`config.mk`:
```
export PLATFORM = sky130hd
export DESIGN_NAME = sd_spi_responder
export DESIGN_NICKNAME = d
export VERILOG_FILES = /design/src/rtl/sd_spi_pkg.sv /design/src/rtl/sd_crc7.sv /design/src/rtl/sd_spi_responder.sv
export SDC_FILE = /design/constraint.sdc
export NUM_CORES = 1
export LEC_CHECK = 0
export BUFFER_PORTS_ARGS = -buffer_cell sky130_fd_sc_hd__buf_2
export CAP_MARGIN = 20
export CORE_MARGIN = 2
export CORE_UTILIZATION = 64
export DETAILED_ROUTE_END_ITERATION = 12
export HOLD_SLACK_MARGIN = 0.1
export PLACE_DENSITY = 0.84
export SYNTH_ARGS = -nofsm -noshare
export SYNTH_HDL_FRONTEND = slang
export SYNTH_SLANG_ARGS = --single-unit
```
`constraint.sdc`:
```
create_clock -name control_clk_i -period 14.4 [get_ports control_clk_i]
set_clock_uncertainty 0.1 [all_clocks]
set_input_delay 0 -clock control_clk_i [delete_from_list [all_inputs] [get_ports control_clk_i]]
set_output_delay 0 -clock control_clk_i [all_outputs]
set_load 0.05 [all_outputs]
```
`src/rtl/sd_spi_pkg.sv`:
```
// sd_spi_pkg: command indices, R1 bit positions, response lengths and FSM encoding for the SD SPI responder
package sd_spi_pkg;
    localparam logic [5:0] CMD_GO_IDLE         = 6'd0;
    localparam logic [5:0] CMD_SEND_IF_COND    = 6'd8;
    localparam logic [5:0] CMD_READ_SINGLE     = 6'd17;
    localparam logic [5:0] CMD_SD_SEND_OP_COND = 6'd41;
    localparam logic [5:0] CMD_APP_CMD         = 6'd55;
    localparam logic [5:0] CMD_READ_OCR        = 6'd58;

    localparam int R1_IDLE    = 0;
    localparam int R1_ILLEGAL = 2;
    localparam int R1_CRC_ERR = 3;

    localparam logic [5:0] RESP_LEN_R1   = 6'd8;
    localparam logic [5:0] RESP_LEN_LONG = 6'd40;

    localparam logic [2:0] ST_HUNT   = 3'd0;
    localparam logic [2:0] ST_RECV   = 3'd1;
    localparam logic [2:0] ST_DECODE = 3'd2;
    localparam logic [2:0] ST_NCR    = 3'd3;
    localparam logic [2:0] ST_SEND   = 3'd4;
endpackage

```
`src/rtl/sd_crc7.sv`:
```
// sd_crc7: serial CRC7 (x^7+x^3+1), one bit per enabled clock, MSB first
module sd_crc7 (
    input  logic       control_clk_i,
    input  logic       control_rst_i,
    input  logic       clr,
    input  logic       en,
    input  logic       din,
    output logic [6:0] crc
);
    logic fb;
    assign fb = din ^ crc[6];
    always_ff @(posedge control_clk_i or posedge control_rst_i)
        if (control_rst_i) crc <= '0;
        else if (clr)      crc <= '0;
        else if (en)       crc <= {crc[5:0], 1'b0} ^ {3'b0, fb, 2'b0, fb};
endmodule

```
`src/rtl/sd_spi_responder.sv`:
```
// sd_spi_responder: SPI-mode SD card model answering the init sequence with R1/R3/R7 responses
module sd_spi_responder
    import sd_spi_pkg::*;
#(
    parameter int          ACMD41_BUSY_CNT = 2,
    parameter logic [23:0] OCR_VDD         = 24'hFF8000,
    parameter logic        CCS             = 1'b1,
    parameter logic [3:0]  VHS_OK          = 4'h1,
    parameter int          SYNC_STAGES     = 2
) (
    input  logic        control_clk_i,
    input  logic        control_rst_i,
    input  logic        spi_sck_i,
    input  logic        spi_mosi_i,
    input  logic        spi_cs_n_i,
    output logic        spi_miso_o,
    output logic        card_ready_o,
    output logic        cmd_valid_o,
    output logic [5:0]  cmd_index_o,
    output logic [31:0] cmd_arg_o,
    output logic        crc_err_o
);
    localparam logic [7:0] BUSY_MAX = 8'(ACMD41_BUSY_CNT);

    logic [SYNC_STAGES-1:0] sck_sync, mosi_sync, cs_sync;
    logic        sck, mosi, cs_n, sck_q, rise, fall, start;
    logic [2:0]  state;
    logic [5:0]  bit_cnt, tx_len;
    logic [46:0] shreg;
    logic [39:0] resp;
    logic [7:0]  busy_cnt;
    logic        app_flag;
    logic [6:0]  crc_val;

    always_ff @(posedge control_clk_i or posedge control_rst_i)
        if (control_rst_i) begin
            sck_sync  <= '0;
            mosi_sync <= '1;
            cs_sync   <= '1;
            sck_q     <= 1'b0;
        end else begin
            for (int i = SYNC_STAGES - 1; i > 0; i--) begin
                sck_sync[i]  <= sck_sync[i-1];
                mosi_sync[i] <= mosi_sync[i-1];
                cs_sync[i]   <= cs_sync[i-1];
            end
            sck_sync[0]  <= spi_sck_i;
            mosi_sync[0] <= spi_mosi_i;
            cs_sync[0]   <= spi_cs_n_i;
            sck_q        <= sck;
        end

    assign sck   = sck_sync[SYNC_STAGES-1];
    assign mosi  = mosi_sync[SYNC_STAGES-1];
    assign cs_n  = cs_sync[SYNC_STAGES-1];
    assign rise  = sck & ~sck_q;
    assign fall  = ~sck & sck_q;
    assign start = state == ST_HUNT && !cs_n && rise && !mosi;

    // The start bit is fed to the CRC as it is detected; frame bits 47:8 follow while bit_cnt < 40.
    sd_crc7 u_crc (
        .control_clk_i(control_clk_i),
        .control_rst_i(control_rst_i),
        .clr          (state == ST_HUNT && !start),
        .en           (start || (state == ST_RECV && rise && bit_cnt < 6'd40)),
        .din          (mosi),
        .crc          (crc_val)
    );

    logic [5:0]  idx;
    logic [31:0] arg;
    logic        idle, crc_bad, ready_n, app_n;
    logic [7:0]  r1, busy_n;
    logic [3:0]  vhs;
    logic [5:0]  len_n;
    logic [39:0] resp_n;

    assign idx  = shreg[45:40];
    assign arg  = shreg[39:8];
    assign idle = ~card_ready_o;

    always_comb begin
        r1          = 8'h00;
        r1[R1_IDLE] = idle;
        len_n       = RESP_LEN_R1;
        ready_n     = card_ready_o;
        busy_n      = busy_cnt;
        app_n       = 1'b0;
        crc_bad     = (idx == CMD_GO_IDLE || idx == CMD_SEND_IF_COND) && crc_val != shreg[7:1];
        vhs         = arg[11:8] == VHS_OK ? VHS_OK : 4'h0;
        if (crc_bad) begin
            r1[R1_CRC_ERR] = 1'b1;
            app_n          = app_flag;
        end else if (idx == CMD_GO_IDLE) begin
            r1[R1_IDLE] = 1'b1;
            ready_n     = 1'b0;
            busy_n      = 8'd0;
        end else if (idx == CMD_SEND_IF_COND || idx == CMD_READ_OCR) begin
            len_n = RESP_LEN_LONG;
        end else if (idx == CMD_APP_CMD) begin
            app_n = 1'b1;
        end else if (idx == CMD_SD_SEND_OP_COND && app_flag) begin
            r1[R1_IDLE] = busy_cnt < BUSY_MAX;
            busy_n      = busy_cnt < BUSY_MAX ? busy_cnt + 8'd1 : busy_cnt;
            ready_n     = busy_cnt >= BUSY_MAX;
        end else begin
            r1[R1_ILLEGAL] = 1'b1;
        end
        resp_n = len_n == RESP_LEN_R1      ? {r1, 32'h0} :
                 idx == CMD_SEND_IF_COND   ? {r1, 20'h0, vhs, arg[7:0]} :
                                             {r1, card_ready_o, CCS & card_ready_o, 6'b0, OCR_VDD};
    end

    always_ff @(posedge control_clk_i or posedge control_rst_i)
        if (control_rst_i) begin
            state        <= ST_HUNT;
            spi_miso_o   <= 1'b1;
            card_ready_o <= 1'b0;
            cmd_valid_o  <= 1'b0;
            crc_err_o    <= 1'b0;
            cmd_index_o  <= '0;
            cmd_arg_o    <= '0;
            busy_cnt     <= '0;
            app_flag     <= 1'b0;
            shreg        <= '0;
            resp         <= '0;
            bit_cnt      <= '0;
            tx_len       <= '0;
        end else begin
            cmd_valid_o <= 1'b0;
            crc_err_o   <= 1'b0;
            if (cs_n && state != ST_HUNT && state != ST_DECODE) begin
                state      <= ST_HUNT;
                spi_miso_o <= 1'b1;
            end else begin
                case (state)
                    ST_HUNT: begin
                        spi_miso_o <= 1'b1;
                        if (start) begin
                            shreg   <= '0;
                            bit_cnt <= 6'd1;
                            state   <= ST_RECV;
                        end
                    end
                    ST_RECV: if (rise) begin
                        shreg   <= {shreg[45:0], mosi};
                        bit_cnt <= bit_cnt + 6'd1;
                        if (bit_cnt == 6'd47) state <= ST_DECODE;
                    end
                    ST_DECODE: begin
                        bit_cnt <= '0;
                        // Transmission bit 46 and stop bit 0 must both be 1, else the frame is dropped silently.
                        if (shreg[46] && shreg[0]) begin
                            cmd_valid_o  <= 1'b1;
                            crc_err_o    <= crc_bad;
                            cmd_index_o  <= idx;
                            cmd_arg_o    <= arg;
                            resp         <= resp_n;
                            tx_len       <= len_n;
                            card_ready_o <= ready_n;
                            busy_cnt     <= busy_n;
                            app_flag     <= app_n;
                            state        <= ST_NCR;
                        end else begin
                            state <= ST_HUNT;
                        end
                    end
                    ST_NCR: begin
                        spi_miso_o <= 1'b1;
                        if (fall) begin
                            bit_cnt <= bit_cnt == 6'd7 ? 6'd0 : bit_cnt + 6'd1;
                            if (bit_cnt == 6'd7) state <= ST_SEND;
                        end
                    end
                    ST_SEND: if (fall) begin
                        if (bit_cnt == tx_len) begin
                            spi_miso_o <= 1'b1;
                            state      <= ST_HUNT;
                        end else begin
                            spi_miso_o <= resp[39];
                            resp       <= {resp[38:0], 1'b0};
                            bit_cnt    <= bit_cnt + 6'd1;
                        end
                    end
                    default: state <= ST_HUNT;
                endcase
            end
        end
endmodule

```
==> results.yml <==
power:
  worst_ir_drop_vdd_uv: 84.1
  seqPwrFrac: 0.462
  cellInternalPower_w: 0.000778
  p_leak_nw: 3.86
  clkPwrFrac: 0.407
  p_per_area_nw_per_um2: 137
  swShare: 0.277
  power_frac_comb: 0.131
  p_switching_w: 0.000298
global_route:
  grt_pass1_vias: 4955
  grt_max_degree: 97
  grt_overflow: 0
  antenna_found_initial: 0
  grt_usage: 0.267
  grt_pass1_wl_um: 24100
worst_setup_path:
  cp_max_fo: 23
  required_ns: 14.70
  crit_chain: "inv_1 > ha_1 > or3b_2 > o31ai_1 > o21a_1 > buf_8 > mux2_2"
  startpoint_type: "flip-flop"
  cp_data_arrival_time_ns: 3.41
  critPathKind: "reg2reg"
  slowest_delay_ns: 0.64
  crit_slowest_cell: "o21a_1"
  end_kind: "flip-flop"
sta:
  worst_pin_slew_ns: 0.979
  worst_slack_ns: 11.29
  hold_viol: 0
  rsz0062_at_grt: "no"
  min_period_ns: 3.11
  setup_viol_count_final: 0
  relSlewSlack: 0.346
  finalSetupTns_ns: 0
  fin_crit_sh: 0.216
  maxSlewViolCount: 0
  max_freq_mhz: 322
placed_design:
  dpl.hpwl_um: 8400
  place.gp.congestion: 0.843
  io_buffers: 46
  dp_cells: 811
  dp_slack_ns: 11.14
logic_synthesis:
  synth_top_area_share: 0.576
  synth_fp_nets: 676
  ys.flop_type: "dfrtp_1"
  synth_async_sr_flop_share: 1.00
  synthTopCellsByArea: "dfrtp_1 58%, nand2_1 10%, a22o_1 5.7%"
  ys_seq_area_frac: 0.596
  yosys_warnings: 0
  synth_edf_count: 0
  yosysMostFrequentCell: "nand2_1"
  synth_top_area_cell: "dfrtp_1"
  synthTopCellsByCount: "185 x nand2_1, 158 x dfrtp_1, 48 x o21ai_0"
  synth.distinct_cells: 59
  netlist_instances: 667
  ys_ff_latch: 163
  syn_avg_cell_area_um2: 10.3
  synth_area_um2: 6860
layout:
  stdcell_count: 853
  layout-drive-gt1-share: 0.163
  synthToLayoutAreaGrowth_pct: 14.2
  nFillCells: 684
  finalNetCount: 713
  diodes: 0
detailed_routing:
  vias: 5121
  drt-wirelength-per-cell_um: 16.8
  drc: 0
  drt_iter0_drc: 349
  routed_via_density: 6.00
  ant_nets: 0
  wirelength_um: 14400
  drt_first_pass_iters: 7
cts:
  worst_skew_pair.late_latency_ns: 0.52
  cts_tree: "built"
  htreeDepth: 4
  cts_made_buffers: 17
  clock_sinks: 163
  clk_pin_slew_worst_paths_ns: 0.07
  clk_path_buf_depth: 2
  cts_resized: 0
  clockRootBuffer: "clkbuf_8"
die:
  rows: 37
  dieArea_um2: 11600
  coreArea_um2: 10400
  die_h_um: 108
  ioPinCount: 47
  dieWidth_um: 108
  start_util: 0.661
run_status:
  run_status: "finished, final reports clean"
job:
  drv_cap: 0
hold_path:
  timing.hold.worst.class: "in2async"
-- power by group through the flow --
stage | clock (W) | combinational [W] | sequential, W
finish | 0.000438 | 0.000141 | 0.000497
global route | 0.000465 | 0.000156 | 0.000499
CTS | 0.000443 | 0.000138 | 0.000497
floorplan | 0 | 0.000118 | 0.000491
global placement | 0 | 0.000129 | 0.000503
detailed placement | 0 | 0.000136 | 0.000505
-- worst paths after layout --
check                                from          end  depth (start not counted)  slack, ns
setup / recovery               bit_cnt[0]     resp[35]                          7      11.29
hold / removal              control_rst_i    shreg[26]                          3       0.11
setup reg to reg               bit_cnt[0]     resp[35]                          7      11.29
hold reg to reg               sck_sync[0]  sck_sync[1]                          0       0.25
max in group asynchronous   control_rst_i  busy_cnt[0]                          4      12.76
min in group control_clk_i    sck_sync[0]  sck_sync[1]                          0       0.25
-- through the flow --
| stage | utilization | instance area (um2) | hold slack (ns) | power [W] |
|---|---|---|---|---|
| 2_1_floorplan | - | 6860 | -0.0955 | 0.000608 |
| 3_3_place_gp | 0.690 | 7160 | 0.00511 | 0.000632 |
| 3_5_place_dp | 0.690 | 7160 | 0.00660 | 0.000640 |
| 4_1_cts | 0.753 | 7810 | 0.115 | 0.00108 |
| 5_1_grt | 0.756 | 7840 | 0.176 | 0.00112 |
| 6_report | 0.756 | 7840 | 0.107 | 0.00108 |
-- sequential cells by signal, summed over array words and instances, names as in the netlist, 3 cells and up --
signal,count
resp,40
shreg,47
cmd_index_o,6
cmd_arg_o,32
u_crc.crc,7
state,3
busy_cnt,8
bit_cnt,6
-- critical path, delay by kind of cell, from the launching register on --
kind	cells	cell delay (ns)
muxes	1	0.35
DFF	1	0.42
AOI/OAI and AO/OA	2	1.16
and+or+nand+nor	1	0.45
adders and majority gates	1	0.14
buffers and inverters	2	0.36
-- area by class of cell --
cell class                 instances  area (um2)  share of cell area
inverter                          10        42.5             0.00543
clock buffer                      19         432              0.0551
clock inverter                    13         150              0.0192
tap                              136         170              0.0217
sequential                       163        4090               0.521
timing repair buffer              63         380              0.0485
multi-input combinational        449        2580               0.329
-- routing by layer --
metal / vias up / track usage / wire (um)
met5: - / 0 / 0
met4: 0 / 0.0989 / 222
met3: 26 / 0.0587 / 640
met2: 163 / 0.425 / 7200
met1: 2562 / 0.365 / 6290
li1: 2370 / - / -
-- timing repair --
item | CTS | global route
buffers inserted | 0 | 0
hold endpoints to repair | 98 | 0
hold buffers | 7 | 0
-- logic make-up after synthesis --
kind of cell	after synthesis	synth area share
AO/OA/AOI/OAI	154	0.161
flip-flops	163	0.596
AND/OR/NAND/NOR	269	0.175
multiplexers	10	0.0153
XOR/XNOR	12	0.0153
buffers and inverters	55	0.0303
adder cells (fa/ha/maj)	4	0.00730
-- cells in the final DEF (no fill, tap or decap), drive strengths merged, types with 6 or more instances in the layout --
cell type / count
a21oi: 15
a22o: 47
a22oi: 12
and2: 7
buf: 55
clkbuf: 20
dfrtp: 158
dlygate4sd3: 7
inv: 12
mux2i: 6
nand2: 186
nand3: 7
nor2: 23
nor3: 7
o21ai: 48
or3: 6
xnor2: 10
(Power assumes the default switching activity.)
